==> src/rtl/inst_encoder_if.sv <==
// Request/response bus between the program loader and the instruction encoder.
// master: loader side (drives requests, start, out_ready); slave: encoder side.
interface inst_encoder_if #(
  parameter int ADDR_W = 12
);
  logic              start;
  logic              in_valid;
  logic              in_ready;
  logic [3:0]        in_class;
  logic [3:0]        in_op;
  logic [4:0]        in_rd;
  logic [4:0]        in_rs1;
  logic [4:0]        in_rs2;
  logic [31:0]       in_imm;
  logic              out_valid;
  logic              out_ready;
  logic [31:0]       out_inst;
  logic [ADDR_W-1:0] out_addr;
  logic              err;
  logic [1:0]        err_code;
  logic [ADDR_W:0]   count;

  modport master (
    output start, in_valid, in_class, in_op,
    output in_rd, in_rs1, in_rs2, in_imm,
    output out_ready,
    input  in_ready, out_valid, out_inst,
    input  out_addr, err, err_code, count
  );

  modport slave (
    input  start, in_valid, in_class, in_op,
    input  in_rd, in_rs1, in_rs2, in_imm,
    input  out_ready,
    output in_ready, out_valid, out_inst,
    output out_addr, err, err_code, count
  );
endinterface

==> src/rtl/inst_encoder.sv <==
// RV32I(M) field-to-word encoder, two-stage valid/ready pipeline feeding IMEM fill.
// Ports: clk, rst (sync, active-high), bus (inst_encoder_if.slave). Option: ENCODER_MULDIV_EN.
module inst_encoder #(
  parameter int ADDR_W = 12,
  parameter logic [ADDR_W-1:0] BASE_ADDR = '0
) (
  input logic clk,
  input logic rst,
  inst_encoder_if.slave bus
);

  localparam logic [3:0] C_R     = 4'd0;
  localparam logic [3:0] C_I     = 4'd1;
  localparam logic [3:0] C_LOAD  = 4'd2;
  localparam logic [3:0] C_STORE = 4'd3;
  localparam logic [3:0] C_BR    = 4'd4;
  localparam logic [3:0] C_JAL   = 4'd5;
  localparam logic [3:0] C_JALR  = 4'd6;
  localparam logic [3:0] C_LUI   = 4'd7;
  localparam logic [3:0] C_AUIPC = 4'd8;
  localparam logic [3:0] C_ECALL = 4'd9;

  localparam logic [3:0] ALU_ADD    = 4'd0;
  localparam logic [3:0] ALU_SUB    = 4'd1;
  localparam logic [3:0] ALU_SLL    = 4'd2;
  localparam logic [3:0] ALU_SLT    = 4'd3;
  localparam logic [3:0] ALU_SLTU   = 4'd4;
  localparam logic [3:0] ALU_XOR    = 4'd5;
  localparam logic [3:0] ALU_SRL    = 4'd6;
  localparam logic [3:0] ALU_SRA    = 4'd7;
  localparam logic [3:0] ALU_OR     = 4'd8;
  localparam logic [3:0] ALU_AND    = 4'd9;
  localparam logic [3:0] ALU_MUL    = 4'd10;
  localparam logic [3:0] ALU_MULH   = 4'd11;
  localparam logic [3:0] ALU_MULHSU = 4'd12;
  localparam logic [3:0] ALU_MULHU  = 4'd13;
  localparam logic [3:0] ALU_DIV    = 4'd14;
  localparam logic [3:0] ALU_REM    = 4'd15;

  localparam logic [2:0] BRU_NOP  = 3'd0;
  localparam logic [2:0] BRU_BEQ  = 3'd1;
  localparam logic [2:0] BRU_BNE  = 3'd2;
  localparam logic [2:0] BRU_BLT  = 3'd3;
  localparam logic [2:0] BRU_BGE  = 3'd4;
  localparam logic [2:0] BRU_BLTU = 3'd5;
  localparam logic [2:0] BRU_BGEU = 3'd6;

  localparam logic [2:0] LB_OPERATION  = 3'd0;
  localparam logic [2:0] LH_OPERATION  = 3'd1;
  localparam logic [2:0] LW_OPERATION  = 3'd2;
  localparam logic [2:0] LBU_OPERATION = 3'd3;
  localparam logic [2:0] LHU_OPERATION = 3'd4;
  localparam logic [2:0] SB_OPERATION  = 3'd5;
  localparam logic [2:0] SH_OPERATION  = 3'd6;
  localparam logic [2:0] SW_OPERATION  = 3'd7;

  localparam logic [6:0] OP_R     = 7'h33;
  localparam logic [6:0] OP_I     = 7'h13;
  localparam logic [6:0] OP_LOAD  = 7'h03;
  localparam logic [6:0] OP_STORE = 7'h23;
  localparam logic [6:0] OP_BR    = 7'h63;
  localparam logic [6:0] OP_JAL   = 7'h6F;
  localparam logic [6:0] OP_JALR  = 7'h67;
  localparam logic [6:0] OP_LUI   = 7'h37;
  localparam logic [6:0] OP_AUIPC = 7'h17;

  localparam logic [1:0] E_ILL = 2'd0;
  localparam logic [1:0] E_RNG = 2'd1;
  localparam logic [1:0] E_MIS = 2'd2;

  localparam logic [ADDR_W-1:0] A_ONE = 1;
  localparam logic [ADDR_W:0]   C_ONE = 1;
  localparam logic [ADDR_W:0]   C_MAX = {1'b1, {ADDR_W{1'b0}}};

  logic              s1_valid;
  logic [3:0]        s1_cls;
  logic [3:0]        s1_op;
  logic [4:0]        s1_rd;
  logic [4:0]        s1_rs1;
  logic [4:0]        s1_rs2;
  logic [31:0]       s1_imm;

  logic              s2_valid;
  logic [31:0]       s2_inst;
  logic [ADDR_W-1:0] addr_q;
  logic [ADDR_W:0]   cnt_q;
  logic [1:0]        code_q;

  logic        fit12, fit13, fit21, sh_ok;
  logic        alu_ok, alu_m, alu_sh;
  logic [2:0]  af3;
  logic [6:0]  af7;
  logic        b_ok, l_ok, s_ok;
  logic [2:0]  bf3, lf3, sf3;
  logic        ill, mis, rng;
  logic [31:0] enc_inst;
  logic        enc_err;
  logic [1:0]  enc_code;
  logic        drain, s1_adv, err_now;

  assign fit12 = (&s1_imm[31:11]) | ~(|s1_imm[31:11]);
  assign fit13 = (&s1_imm[31:12]) | ~(|s1_imm[31:12]);
  assign fit21 = (&s1_imm[31:20]) | ~(|s1_imm[31:20]);
  assign sh_ok = ~(|s1_imm[31:5]);

  always_comb begin
    alu_ok = 1'b1;
    alu_m  = 1'b0;
    alu_sh = 1'b0;
    af3    = 3'd0;
    af7    = 7'h00;
    unique case (s1_op)
      ALU_ADD:  af3 = 3'd0;
      ALU_SUB: begin
        af3 = 3'd0;
        af7 = 7'h20;
      end
      ALU_SLL: begin
        af3    = 3'd1;
        alu_sh = 1'b1;
      end
      ALU_SLT:  af3 = 3'd2;
      ALU_SLTU: af3 = 3'd3;
      ALU_XOR:  af3 = 3'd4;
      ALU_SRL: begin
        af3    = 3'd5;
        alu_sh = 1'b1;
      end
      ALU_SRA: begin
        af3    = 3'd5;
        af7    = 7'h20;
        alu_sh = 1'b1;
      end
      ALU_OR:   af3 = 3'd6;
      ALU_AND:  af3 = 3'd7;
`ifdef ENCODER_MULDIV_EN
      ALU_MUL: begin
        af3 = 3'd0; af7 = 7'h01; alu_m = 1'b1;
      end
      ALU_MULH: begin
        af3 = 3'd1; af7 = 7'h01; alu_m = 1'b1;
      end
      ALU_MULHSU: begin
        af3 = 3'd2; af7 = 7'h01; alu_m = 1'b1;
      end
      ALU_MULHU: begin
        af3 = 3'd3; af7 = 7'h01; alu_m = 1'b1;
      end
      ALU_DIV: begin
        af3 = 3'd4; af7 = 7'h01; alu_m = 1'b1;
      end
      ALU_REM: begin
        af3 = 3'd6; af7 = 7'h01; alu_m = 1'b1;
      end
`else
      ALU_MUL, ALU_MULH, ALU_MULHSU,
      ALU_MULHU, ALU_DIV, ALU_REM:
        alu_ok = 1'b0;
`endif
      default: alu_ok = 1'b0;
    endcase
  end

  always_comb begin
    b_ok = 1'b1;
    bf3  = 3'd0;
    unique case (s1_op[2:0])
      BRU_BEQ:  bf3 = 3'd0;
      BRU_BNE:  bf3 = 3'd1;
      BRU_BLT:  bf3 = 3'd4;
      BRU_BGE:  bf3 = 3'd5;
      BRU_BLTU: bf3 = 3'd6;
      BRU_BGEU: bf3 = 3'd7;
      BRU_NOP:  b_ok = 1'b0;
      default:  b_ok = 1'b0;
    endcase
  end

  always_comb begin
    l_ok = 1'b0;
    s_ok = 1'b0;
    lf3  = 3'd0;
    sf3  = 3'd0;
    unique case (s1_op[2:0])
      LB_OPERATION:  begin l_ok = 1'b1; lf3 = 3'd0; end
      LH_OPERATION:  begin l_ok = 1'b1; lf3 = 3'd1; end
      LW_OPERATION:  begin l_ok = 1'b1; lf3 = 3'd2; end
      LBU_OPERATION: begin l_ok = 1'b1; lf3 = 3'd4; end
      LHU_OPERATION: begin l_ok = 1'b1; lf3 = 3'd5; end
      SB_OPERATION:  begin s_ok = 1'b1; sf3 = 3'd0; end
      SH_OPERATION:  begin s_ok = 1'b1; sf3 = 3'd1; end
      SW_OPERATION:  begin s_ok = 1'b1; sf3 = 3'd2; end
      default: ;
    endcase
  end

  always_comb begin
    ill      = 1'b0;
    mis      = 1'b0;
    rng      = 1'b0;
    enc_inst = 32'h0;
    unique case (1'b1)
      (s1_cls == C_R): begin
        ill      = !alu_ok;
        enc_inst = {af7, s1_rs2, s1_rs1, af3, s1_rd, OP_R};
      end
      (s1_cls == C_I): begin
        // no immediate form of SUB or of any M-extension op
        ill = !alu_ok || alu_m || (s1_op == ALU_SUB);
        if (alu_sh) begin
          rng      = !sh_ok;
          enc_inst = {af7, s1_imm[4:0], s1_rs1, af3, s1_rd, OP_I};
        end else begin
          rng      = !fit12;
          enc_inst = {s1_imm[11:0], s1_rs1, af3, s1_rd, OP_I};
        end
      end
      (s1_cls == C_LOAD): begin
        ill      = !l_ok;
        rng      = !fit12;
        enc_inst = {s1_imm[11:0], s1_rs1, lf3, s1_rd, OP_LOAD};
      end
      (s1_cls == C_STORE): begin
        ill      = !s_ok;
        rng      = !fit12;
        enc_inst = {s1_imm[11:5], s1_rs2, s1_rs1, sf3,
                    s1_imm[4:0], OP_STORE};
      end
      (s1_cls == C_BR): begin
        ill      = !b_ok;
        mis      = s1_imm[0];
        rng      = !fit13;
        enc_inst = {s1_imm[12], s1_imm[10:5], s1_rs2, s1_rs1,
                    bf3, s1_imm[4:1], s1_imm[11], OP_BR};
      end
      (s1_cls == C_JAL): begin
        mis      = s1_imm[0];
        rng      = !fit21;
        enc_inst = {s1_imm[20], s1_imm[10:1], s1_imm[11],
                    s1_imm[19:12], s1_rd, OP_JAL};
      end
      (s1_cls == C_JALR): begin
        rng      = !fit12;
        enc_inst = {s1_imm[11:0], s1_rs1, 3'd0, s1_rd, OP_JALR};
      end
      (s1_cls == C_LUI): begin
        rng      = |s1_imm[11:0];
        enc_inst = {s1_imm[31:12], s1_rd, OP_LUI};
      end
      (s1_cls == C_AUIPC): begin
        rng      = |s1_imm[11:0];
        enc_inst = {s1_imm[31:12], s1_rd, OP_AUIPC};
      end
      (s1_cls == C_ECALL): enc_inst = 32'h0000_0073;
      default: ill = 1'b1;
    endcase
  end

  assign enc_err  = ill | mis | rng;
  assign enc_code = ill ? E_ILL : (mis ? E_MIS : E_RNG);

  // an erroring S1 entry never waits on S2: it is simply dropped
  assign drain   = s2_valid && bus.out_ready;
  assign s1_adv  = s1_valid && (!s2_valid || drain || enc_err);
  assign err_now = !rst && s1_adv && enc_err;

  assign bus.in_ready  = !s1_valid || s1_adv;
  assign bus.out_valid = s2_valid;
  assign bus.out_inst  = s2_inst;
  assign bus.out_addr  = addr_q;
  assign bus.count     = cnt_q;
  assign bus.err       = err_now;
  assign bus.err_code  = err_now ? enc_code : code_q;

  always_ff @(posedge clk) begin
    if (bus.in_ready && bus.in_valid) begin
      s1_cls <= bus.in_class;
      s1_op  <= bus.in_op;
      s1_rd  <= bus.in_rd;
      s1_rs1 <= bus.in_rs1;
      s1_rs2 <= bus.in_rs2;
      s1_imm <= bus.in_imm;
    end
  end

  always_ff @(posedge clk) begin
    if (rst) begin
      s1_valid <= 1'b0;
      s2_valid <= 1'b0;
      s2_inst  <= 32'h0;
      addr_q   <= BASE_ADDR;
      cnt_q    <= '0;
      code_q   <= E_ILL;
    end else begin
      if (bus.in_ready)
        s1_valid <= bus.in_valid;
      if (s1_adv && !enc_err) begin
        s2_valid <= 1'b1;
        s2_inst  <= enc_inst;
      end else if (drain) begin
        s2_valid <= 1'b0;
      end
      if (err_now)
        code_q <= enc_code;
      // start wins: a word drained now keeps its old address
      if (bus.start) begin
        addr_q <= BASE_ADDR;
        cnt_q  <= '0;
      end else if (drain) begin
        addr_q <= addr_q + A_ONE;
        if (cnt_q != C_MAX)
          cnt_q <= cnt_q + C_ONE;
      end
    end
  end

endmodule

==> src/flat_wrapper.sv <==
// flat-port wrapper written by rule: the top's interface ports become plain ports
module inst_encoder_flat 
#(
  parameter int ADDR_W = 12,
  parameter logic [ADDR_W-1:0] BASE_ADDR = '0
)
  (clk, rst, bus_start, bus_in_valid, bus_in_class, bus_in_op, bus_in_rd, bus_in_rs1, bus_in_rs2, bus_in_imm, bus_out_ready, bus_in_ready, bus_out_valid, bus_out_inst, bus_out_addr, bus_err, bus_err_code, bus_count);
  inst_encoder_if #(.ADDR_W(ADDR_W)) bus_i ();
  input logic clk;
  input logic rst;
  input wire logic [$bits(bus_i.start)-1:0] bus_start;
  input wire logic [$bits(bus_i.in_valid)-1:0] bus_in_valid;
  input wire logic [$bits(bus_i.in_class)-1:0] bus_in_class;
  input wire logic [$bits(bus_i.in_op)-1:0] bus_in_op;
  input wire logic [$bits(bus_i.in_rd)-1:0] bus_in_rd;
  input wire logic [$bits(bus_i.in_rs1)-1:0] bus_in_rs1;
  input wire logic [$bits(bus_i.in_rs2)-1:0] bus_in_rs2;
  input wire logic [$bits(bus_i.in_imm)-1:0] bus_in_imm;
  input wire logic [$bits(bus_i.out_ready)-1:0] bus_out_ready;
  output wire logic [$bits(bus_i.in_ready)-1:0] bus_in_ready;
  output wire logic [$bits(bus_i.out_valid)-1:0] bus_out_valid;
  output wire logic [$bits(bus_i.out_inst)-1:0] bus_out_inst;
  output wire logic [$bits(bus_i.out_addr)-1:0] bus_out_addr;
  output wire logic [$bits(bus_i.err)-1:0] bus_err;
  output wire logic [$bits(bus_i.err_code)-1:0] bus_err_code;
  output wire logic [$bits(bus_i.count)-1:0] bus_count;
  assign bus_i.start = bus_start;
  assign bus_i.in_valid = bus_in_valid;
  assign bus_i.in_class = bus_in_class;
  assign bus_i.in_op = bus_in_op;
  assign bus_i.in_rd = bus_in_rd;
  assign bus_i.in_rs1 = bus_in_rs1;
  assign bus_i.in_rs2 = bus_in_rs2;
  assign bus_i.in_imm = bus_in_imm;
  assign bus_i.out_ready = bus_out_ready;
  assign bus_in_ready = bus_i.in_ready;
  assign bus_out_valid = bus_i.out_valid;
  assign bus_out_inst = bus_i.out_inst;
  assign bus_out_addr = bus_i.out_addr;
  assign bus_err = bus_i.err;
  assign bus_err_code = bus_i.err_code;
  assign bus_count = bus_i.count;
  inst_encoder #(.ADDR_W(ADDR_W), .BASE_ADDR(BASE_ADDR)) u_core (.clk(clk), .rst(rst), .bus(bus_i));
endmodule
==> config.mk <==
export PLATFORM = sky130hd
export DESIGN_NAME = inst_encoder_flat
export DESIGN_NICKNAME = d
export VERILOG_FILES = /design/src/rtl/inst_encoder_if.sv /design/src/rtl/inst_encoder.sv /design/src/flat_wrapper.sv
export SDC_FILE = /design/constraint.sdc
export NUM_CORES = 1
export LEC_CHECK = 0
export ABC_AREA = 1
export CAP_MARGIN = 25
export CORE_AREA = 3 3 109 111
export DETAILED_ROUTE_END_ITERATION = 8
export DIE_AREA = 0 0 112 114
export PLACE_DENSITY = 0.8
export SETUP_SLACK_MARGIN = 0.05
export SLEW_MARGIN = 20
export SYNTH_ARGS = -nofsm -noshare
export SYNTH_HDL_FRONTEND = slang
export SYNTH_SLANG_ARGS = --single-unit
export TNS_END_PERCENT = 5
==> constraint.sdc <==
create_clock -name clk -period 3.4 [get_ports clk]
set_input_delay 1.02 -clock clk [delete_from_list [all_inputs] [get_ports clk]]
set_output_delay 1.02 -clock clk [all_outputs]
set_load 0.02 [all_outputs]
==> impl_metrics.prom <==
# TYPE chip_impl_metric gauge
chip_impl_metric{name="rows",unit=""} 38
chip_impl_metric{name="power_frac_seq",unit=""} 0.433
chip_impl_metric{name="start_util",unit=""} 0.503
chip_impl_info{name="synth.area.top_cells",value="sky130_fd_sc_hd__edfxtp_1, sky130_fd_sc_hd__dfxtp_1, sky130_fd_sc_hd__nand2_1"} 1
chip_impl_metric{name="postLayoutSetupSlackWorst",unit="ns"} 0.0117
chip_impl_metric{name="layout-drive-gt1-share",unit=""} 0.176
chip_impl_metric{name="h-tree-depth",unit=""} 4
chip_impl_metric{name="power.internal",unit="mW"} 2.70
chip_impl_metric{name="tightestPinTransition",unit="ns"} 0.607
chip_impl_metric{name="grt_first_pass_wirelength",unit="um"} 24900
chip_impl_info{name="unrepaired_setup_endpoints_after_global_routing",value="true"} 1
chip_impl_metric{name="crit_buf_inv",unit=""} 4
chip_impl_info{name="top_post_synthesis_cells_by_count",value="sky130_fd_sc_hd__nand2_1, sky130_fd_sc_hd__inv_1, sky130_fd_sc_hd__nor2_1"} 1
chip_impl_metric{name="max_cap_viol_count",unit=""} 0
chip_impl_metric{name="timing.reg2reg.worst_path_depth",unit=""} 14
chip_impl_metric{name="worstSetupPathDepth",unit=""} 12
chip_impl_info{name="yosysTopAreaCell",value="sky130_fd_sc_hd__edfxtp_1"} 1
chip_impl_metric{name="vias_per_cell",unit=""} 5.44
chip_impl_metric{name="cts-buffers-inserted",unit=""} 17
chip_impl_metric{name="grt_pass1_vias",unit=""} 5165
chip_impl_metric{name="synth_largest_type_area_fraction",unit=""} 0.302
chip_impl_metric{name="hold-path-cell-count",unit=""} 2
chip_impl_metric{name="p_leak",unit="nW"} 2.88
chip_impl_metric{name="dp.final_hpwl",unit="um"} 11100
chip_impl_metric{name="seq_area_frac_synth",unit=""} 0.521
chip_impl_info{name="critical-path-slowest-cell",value="sky130_fd_sc_hd__edfxtp_1"} 1
chip_impl_info{name="run_status",value="completed"} 1
chip_impl_info{name="cts-root-buf",value="sky130_fd_sc_hd__clkbuf_8"} 1
chip_impl_metric{name="layout_worst_path_cycle_share",unit=""} 0.997
chip_impl_metric{name="cp.arrival",unit="ns"} 2.37
chip_impl_metric{name="globalRouteTotalUtil",unit=""} 0.245
chip_impl_metric{name="areaGrowthSynthToFinish",unit="%"} 41.2
chip_impl_metric{name="routed_antenna_nets",unit=""} 0
chip_impl_metric{name="syn_avg_cell_area",unit="um^2"} 8.15
chip_impl_metric{name="wire_per_inst",unit="um"} 16.2
chip_impl_metric{name="max_freq",unit="MHz"} 295
chip_impl_metric{name="finalSetupViolations",unit=""} 0
chip_impl_metric{name="post_synth_instance_area",unit="um^2"} 5480
chip_impl_metric{name="grt_start_max_net_pins",unit=""} 51
chip_impl_info{name="timing.setup.critical_path_class",value="reg -> out"} 1
chip_impl_metric{name="final_period_minus_worst_setup_slack",unit="ns"} 3.39
chip_impl_metric{name="die_height",unit="um"} 114
chip_impl_metric{name="fillCellCount",unit=""} 839
chip_impl_metric{name="final.hold.worst_slack",unit="ns"} 0.462
chip_impl_info{name="cts_tree",value="yes"} 1
chip_impl_metric{name="total_number_of_vias",unit=""} 5345
chip_impl_metric{name="num_io_pins",unit=""} 122
chip_impl_metric{name="clk-insertion-delay-late",unit="ns"} 0.53
chip_impl_metric{name="preCtsSetupSlack",unit="ns"} -0.183
chip_impl_metric{name="insertedDiodeCount",unit=""} 0
chip_impl_metric{name="synth.lib_cells_used.distinct",unit=""} 37
chip_impl_metric{name="postSynthCellCount",unit=""} 672
chip_impl_metric{name="flip_flop_and_latch_area",unit="um^2"} 2850
chip_impl_metric{name="synth_nets",unit=""} 735
chip_impl_metric{name="port_buffers",unit=""} 121
chip_impl_info{name="worstHoldPathType",value="reg -> reg"} 1
chip_impl_metric{name="die_x",unit="um"} 112
chip_impl_metric{name="totalNegativeSetupSlack",unit="ns"} 0
chip_impl_metric{name="cp_slowest_stage_delay",unit="ns"} 0.44
chip_impl_metric{name="fp.coreArea",unit="um^2"} 10900
chip_impl_metric{name="drc",unit=""} 0
chip_impl_metric{name="final_max_slew_viols",unit=""} 0
chip_impl_metric{name="path_clk_slew",unit="ns"} 0.05
chip_impl_metric{name="gp_congestion",unit=""} 0.958
chip_impl_metric{name="count_of_flip_flops_with_a_built_in_enable_after_synthesis",unit=""} 55
chip_impl_metric{name="cp_max_fo",unit=""} 4
chip_impl_metric{name="clockBufferDepth",unit=""} 2
chip_impl_metric{name="irDropWorstVdd",unit="mV"} 0.542
chip_impl_info{name="crit_path_cell_trace",value="nand2_1 -> nor2_2 -> inv_1 -> nor2_2 -> nand2_1 -> nand3_1 -> nand2_2 -> nor2_4 -> buf_4 -> buf_4 -> nand4_1 -> buf_4"} 1
chip_impl_metric{name="drt_wl_total",unit="um"} 15900
chip_impl_metric{name="count_of_tritonroute_iterations_in_the_first_routing_pass",unit=""} 6
chip_impl_metric{name="ys_warn_count",unit=""} 0
chip_impl_info{name="cp_top_family",value="simple AND/OR/NAND/NOR gates"} 1
chip_impl_metric{name="globalRouteOverflowTotal",unit=""} 0
chip_impl_metric{name="power.combinational.fraction",unit=""} 0.108
chip_impl_metric{name="worst_clock_skew",unit="ns"} 0.00763
chip_impl_metric{name="cts.sinks",unit=""} 115
chip_impl_metric{name="switching_share",unit=""} 0.244
chip_impl_info{name="critical_path_start_type",value="flip-flop"} 1
chip_impl_metric{name="async_reset_ff_frac",unit=""} 0
chip_impl_metric{name="finish.net_count",unit=""} 892
chip_impl_metric{name="pwr-share-clk",unit=""} 0.459
chip_impl_metric{name="drtIter0Drc",unit=""} 485
chip_impl_metric{name="multi_input_comb_area",unit="um^2"} 2340
chip_impl_info{name="endpoint_kind",value="output port"} 1
chip_impl_metric{name="grt_antenna_before_repair",unit=""} 0
chip_impl_info{name="synth_ff_type",value="sky130_fd_sc_hd__dfxtp_1"} 1
chip_impl_metric{name="timing.max_slew.rel_slack",unit=""} 0.592
chip_impl_metric{name="power_density",unit="nW/um^2"} 461
chip_impl_metric{name="synth.ff_latch_count",unit=""} 115
chip_impl_metric{name="finalHoldViolCount",unit=""} 0
chip_impl_info{name="post-synth-top-count-cell",value="sky130_fd_sc_hd__nand2_1"} 1
chip_impl_metric{name="total_switching_power",unit="mW"} 0.871
chip_impl_metric{name="die-area",unit="um^2"} 12800
chip_impl_info{name="critical_path.most_common_cell",value="sky130_fd_sc_hd__buf_4"} 1
chip_impl_metric{name="cp_data_required_time",unit="ns"} 2.38
==> power by group through the flow <==
stage / Clock [mW] / Combinational [mW] / Sequential [mW]
5_1_grt: 1.71 / 0.418 / 1.55
2_1_floorplan: 0 / 0.183 / 1.57
4_1_cts: 1.64 / 0.350 / 1.54
3_5_place_dp: 0 / 0.343 / 1.57
3_3_place_gp: 0 / 0.338 / 1.57
6_report: 1.64 / 0.386 / 1.55
==> routing by layer <==
layer,vias up,global-route usage,wire length (um)
met1,2467,0.318,6580
met3,48,0.0488,1180
met4,0,0.115,524
met2,256,0.398,7630
li1,2574,-,-
met5,-,0,0
==> worst reg2reg max path, cell delays in order (launching register included) <==
cell and delay [ns]:
sky130_fd_sc_hd__edfxtp_1 0.44, sky130_fd_sc_hd__nand2_1 0.10, sky130_fd_sc_hd__nor2_2 0.13, sky130_fd_sc_hd__inv_1 0.08
sky130_fd_sc_hd__nor2_2 0.16, sky130_fd_sc_hd__nand2_1 0.08, sky130_fd_sc_hd__nand3_1 0.09, sky130_fd_sc_hd__nand2_2 0.07
sky130_fd_sc_hd__nor2_4 0.16, sky130_fd_sc_hd__buf_4 0.14, sky130_fd_sc_hd__buf_4 0.10, sky130_fd_sc_hd__buf_4 0.33
sky130_fd_sc_hd__nand3_4 0.43, sky130_fd_sc_hd__nand2_1 0.19, sky130_fd_sc_hd__a21oi_1 0.08
==> registers in the layout (all words and copies together) (netlist names) <==
signal	flops
u_core.bus.count	13
u_core.bus.out_addr	12
u_core.bus.out_inst	31
u_core.bus.out_valid	1
u_core.code_q	2
u_core.s1_cls	4
u_core.s1_imm	32
u_core.s1_op	4
u_core.s1_rd	5
u_core.s1_rs1	5
u_core.s1_rs2	5
u_core.s1_valid	1
==> cells in the final DEF (no fill, tap or decap), types with 28 or more instances in the layout <==
cell type / instances
sky130_fd_sc_hd__nand4_1: 39
sky130_fd_sc_hd__edfxtp_1: 55
sky130_fd_sc_hd__clkdlybuf4s50_1: 117
sky130_fd_sc_hd__o21ai_0: 38
sky130_fd_sc_hd__dfxtp_1: 60
sky130_fd_sc_hd__a21oi_1: 53
sky130_fd_sc_hd__buf_4: 36
sky130_fd_sc_hd__nand2_1: 141
sky130_fd_sc_hd__nand3_1: 28
sky130_fd_sc_hd__inv_1: 69
sky130_fd_sc_hd__nor2_1: 53
==> cell type report <==
class / instances / share of cell area
clock inverter: 10 / 0.0107
multi-input combinational: 454 / 0.303
timing repair buffer: 159 / 0.195
inverter: 82 / 0.0401
sequential: 115 / 0.369
tap: 140 / 0.0227
clock buffer: 22 / 0.0600
==> through the flow <==
step                power (mW)  std cells  utilization  instance area, um^2
finish                    3.57        982        0.710                 7730
global route              3.68        982        0.710                 7730
CTS                       3.54        968        0.688                 7490
detailed placement        1.91        934        0.634                 6900
global placement          1.91        934        0.634                 6900
floorplan                 1.75        672            -                 5480
==> final timing paths <==
path	endpoint	slack, ns	start
min reg2reg	u_core.bus.out_inst[10]$_SDFFE_PP0P_	0.46	u_core.bus.out_inst[10]$_SDFFE_PP0P_
max reg2reg	u_core.bus.out_inst[4]$_SDFFE_PP0P_	0.71	u_core.s1_imm[20]$_DFFE_PP_
max	bus_in_ready	0.01	u_core.s1_imm[20]$_DFFE_PP_
min	u_core.bus.out_inst[10]$_SDFFE_PP0P_	0.46	u_core.bus.out_inst[10]$_SDFFE_PP0P_
==> cell families (layout without fill, tap and decap cells) <==
kind of cell	count (synthesis)	after routing	synth area share
flip-flops	115	115	0.521
AND/OR/NAND/NOR	336	336	0.273
AO/OA/AOI/OAI	110	110	0.110
buffers and inverters	103	273	0.0816
XOR/XNOR	5	5	0.00800
adder cells (fa/ha/maj)	3	3	0.00686
==> repair_timing <==
item / in CTS / in global routing
setup endpoints to repair: 4 / 4
resized for setup: 29 / 48
pin swaps: 2 / 16
setup buffers: 2 / 14
hold endpoints to repair: 0 / 0
hold buffers: 0 / 0
(Power assumes the default switching activity.)
==> edit 1 (same settings) <==
Build with the macro `ENCODER_MULDIV_EN` defined.
--- a/src/rtl/inst_encoder.sv
+++ b/src/rtl/inst_encoder.sv
@@ -1,4 +1,6 @@
 // RV32I(M) field-to-word encoder, two-stage valid/ready pipeline feeding IMEM fill.
 // Ports: clk, rst (sync, active-high), bus (inst_encoder_if.slave). Option: ENCODER_MULDIV_EN.
+`define ENCODER_MULDIV_EN
+
 module inst_encoder #(
   parameter int ADDR_W = 12,
Check against the original RTL: not equivalent (Yosys sat finds a counterexample within 4 cycles, from zero or initial values and one cycle with rst high).
==> edit 1 against the original RTL <==
- setup slack gained 46 ps
- total power grew 4.3%
- final area grew 0.70%
- utilization grew 0.49 points
- die area is the same
- area after synthesis grew 0.57%
- combinational power shrank 4%
- sequential cell count is the same
- wire length shrank 0.69%
- register-to-register slack gained 180 ps
- critical endpoint is now bus_err_code[0]
- largest cell class unchanged
- highest routed layer unchanged
==> edit 1: results (changes against the original RTL) <==
| Metric | Value |
|---|---|
| Layout cells sized above 1 | 0.1480 (-0.02775) |
| Peak VDD IR | 390.6 µV (-28%) |
| Drt total wl | 15800 µm (-0.69%) |
| Synth cell types | 32 (-14%) |
| Final HPWL DP | 11320 µm (+1.7%) |
| Final GP Congestion | 0.8914 (-7.0%) |
| Complex-gate fraction of the synthesized area | 0.09293 (-0.01676) |
| Placed cell count | 945 (+1.2%) |
| Vias in the first global route | 5210 (+0.87%) |
| Detailed-route via count | 5344 (-0.019%) |
| Synthesized-area fraction occupied by adder cells | 0.006817 (-0.00003894) |
| Register area share after synthesis | 0.5181 (-0.002960) |
| Dpl ws | -191.1 ps (-8.470 ps) |
| Fin nets | 908 (+1.8%) |
| CTS resizes | 31 (+6.9%) |
| Worst Clk Skew | 19.26 ps (+11.63 ps) |
| DP Area | 6912 µm² (+0.13%) |
| Post-Layout Inst Area | 7786 µm² (+0.70%) |
| Xor/xnor share of the synthesized area | 0.01113 (+0.003136) |
| Clock share of power | 0.486 (+0.027) |
| Status | finished clean |
| Post-CTS setup buffers | 13 (+11) |
| Crit-path max FO | 6 (+2) |
| Initial DRC count | 396 (-18%) |
| Syn Area/Cell | 8.027 µm² (-1.5%) |
| Vias per cell | 5.355 (-1.6%) |
| Synth top area share | 0.2999 (-0.001714) |
| Syn Nets | 749 (+1.9%) |
| Commonest cells in the netlist | 177 x nand2_1, 84 x inv_1, 71 x nor2_1 |
| Router iterations before antenna repair | 5 (-1) |
| First-pass GRT wire length | 25040 µm (+0.61%) |
| Largest net degree at the start of global routing | 56 (+9.8%) |
| Worst path max stage delay | 510 ps (+70 ps) |
| Fillers | 831 (-0.95%) |
| Synth area leaders | edfxtp_1 30%, dfxtp_1 22%, nand2_1 12%, inv_1 5.7%, nand4_1 4.9% |
| P_leak | 2.986 nW (+3.8%) |
| Pwr dens | 477.6 nW/µm² (+3.5%) |
| P_int | 2.796 mW (+3.7%) |
edit 1: worst paths after layout:
path	cells past startpoint	startpoint	end	slack, ps
setup / recovery	14	u_core.s1_op[2]	bus_err_code[0]	60
hold / removal	2	u_core.bus.out_inst[5]	u_core.bus.out_inst[5]	460
setup reg to reg	13	u_core.s1_cls[2]	u_core.bus.out_inst[2]	890
hold reg to reg	2	u_core.bus.out_inst[5]	u_core.bus.out_inst[5]	460
edit 1: layout make-up:
| class | instances | area share |
|---|---|---|
| flip-flops and latches | 115 | 0.3664 |
| multi-input cells | 458 | 0.2939 |
| repair buffers | 162 | 0.1965 |
| clock buffers | 18 | 0.05367 |
| inverters | 91 | 0.04387 |
| clock inverters | 14 | 0.02314 |
| well taps | 140 | 0.02250 |
edit 1: metal layers:
metal	track usage	vias to the layer above	wire (µm)
met2	0.4277	209	7845
met5	0	-	0
met4	0.09856	0	441
met3	0.05729	33	1004
li1	-	2602	-
met1	0.2998	2500	6507
==> edit 2 (same settings) <==
Without the edit above. Register the output `bus.err_code`, without a reset; this adds one clock of latency there.
--- a/src/rtl/inst_encoder.sv
+++ b/src/rtl/inst_encoder.sv
@@ -271,5 +271,7 @@
   assign bus.count     = cnt_q;
   assign bus.err       = err_now;
-  assign bus.err_code  = err_now ? enc_code : code_q;
+  always_ff @(posedge clk) begin
+    bus.err_code <= err_now ? enc_code : code_q;
+  end
 
   always_ff @(posedge clk) begin
Function: changed (Yosys sat finds a counterexample within 4 cycles, from zero or initial values and one cycle with rst high).
==> edit 2 against the original RTL <==
- sequential cell count increased by 2
- die area stayed put
- wire length fell by 5.8%
- area after synthesis fell by 0.39%
- setup slack better by 170 ps
- total power grew 4.6%
- non-clock buffer count shrank 3
- clock power is 9.8% higher
- final area is 1.8% lower
- critical endpoint is now bus_err
==> edit 2: results (changes against the original RTL) <==
| Metric | Value |
|---|---|
| Reg-to-reg startpoint | u_core.s1_op[1] |
| First-pass GRT wire length | 24290 µm (-2.4%) |
| Met3 WL | 1074 µm (-8.9%) |
| Placed cell count | 929 (-0.54%) |
| Register area share after synthesis | 0.5304 (+0.009373) |
| CTS resizes | 11 (-62%) |
| Synth area leaders | edfxtp_1 30%, dfxtp_1 23%, nand2_1 11%, nor2_1 5.7%, a21oi_1 5.0% |
| Status | finished clean |
| R2R setup slack | 920 ps (+210 ps) |
| DR WL met2 | 7149 µm (-6.2%) |
| Fin nets | 887 (-0.56%) |
| Router iterations before antenna repair | 5 (-1) |
| Crit-path max FO | 6 (+2) |
| Buffers excl. clock | 156 (-1.9%) |
| Layout non-clock buf frac | 0.1941 (-0.0007205) |
| ClkCell Share | 0.07876 (+0.008049) |
| Syn Area/Cell | 8.116 µm² (-0.39%) |
| Grt met3 use | 0.06419 (+0.01538) |
| GR Layer Usage met1 | 0.3045 (-0.01370) |
| Count of non-CTS inverters in the layout | 77 (-6.1%) |
| GRT Util Overall | 0.2393 (-0.005973) |
| Complex-gate fraction of the synthesized area | 0.1071 (-0.002555) |
| Peak VDD IR | 400.8 µV (-26%) |
| Clock group | 1.80 mW (+9.8%) |
| Initial DRC count | 461 (-4.9%) |
| Worst reg-to-reg path cell count | 12 (-2) |
| Reg power frac | 0.420 (-0.013) |
| Hold WS | 461.8 ps (-0.2270 ps) |
| Worst Tran Pin Value | 553.2 ps (-53.92 ps) |
| R2r endpoint | u_core.bus.out_inst[26] |
| P_int | 2.892 mW (+7.3%) |
| DP Area | 6867 µm² (-0.53%) |
| Count of multi-input gates | 455 (+0.22%) |
| Clock share of power | 0.484 (+0.025) |
| Hold path start | u_core.bus.out_inst[11] |
| Post-CTS setup buffers | 12 (+10) |
| DR WL/cell | 15.33 µm (-5.4%) |
| Sequential share of cell area | 0.3810 (+0.01202) |
| P_leak | 2.877 nW (about the same) |
| Worst Clk Skew | 7.941 ps (+0.3071 ps) |
| Largest net degree at the start of global routing | 46 (-9.8%) |
| Fraction of area in multi-input gates | 0.2851 (-0.01770) |
| Layout cells sized above 1 | 0.1027 (-0.07302) |
| Final GP Congestion | 0.9087 (-5.2%) |
| Vias in the first global route | 4999 (-3.2%) |
| Detailed-route via count | 5218 (-2.4%) |
| Seq_cells | 117 (+1.7%) |
| Dpl ws | -25.11 ps (+157.5 ps) |
| Post-route met1 wirelength | 6457 µm (-1.8%) |
| Drt total wl | 14980 µm (-5.8%) |
[edit 2: cell count changes after synthesis, moves of 8 or more]
cell / before / now
buf_4: 1 / 11
nor2_1: 75 / 83
o21ai_0: 39 / 29
nand2_2: 11 / 2
nand2_1: 157 / 166
[edit 2: worst max-delay path by stage]
stage                           from  slack, ps          endpoint
detailed placement               rst        -30           bus_err
global placement                 rst        -20           bus_err
CTS                 u_core.s1_cls[1]         30      bus_in_ready
finish               u_core.s1_op[1]        180           bus_err
floorplan           u_core.s1_cls[1]        400  u_core.s1_cls[0]
global route        u_core.s1_cls[1]         30           bus_err
[edit 2: tightest hold or removal path: stages, from the launching register on]
cell and delay, ps:
dfxtp_1 310, nand2_1 60, a21oi_1 50
[edit 2: kinds of logic after synthesis]
| group | count (synthesis) |
|---|---|
| simple gates | 340 |
| buf+inv | 100 |
| xor+xnor | 5 |
| compound gates | 107 |
| fa+ha+maj | 3 |
| flops | 117 |
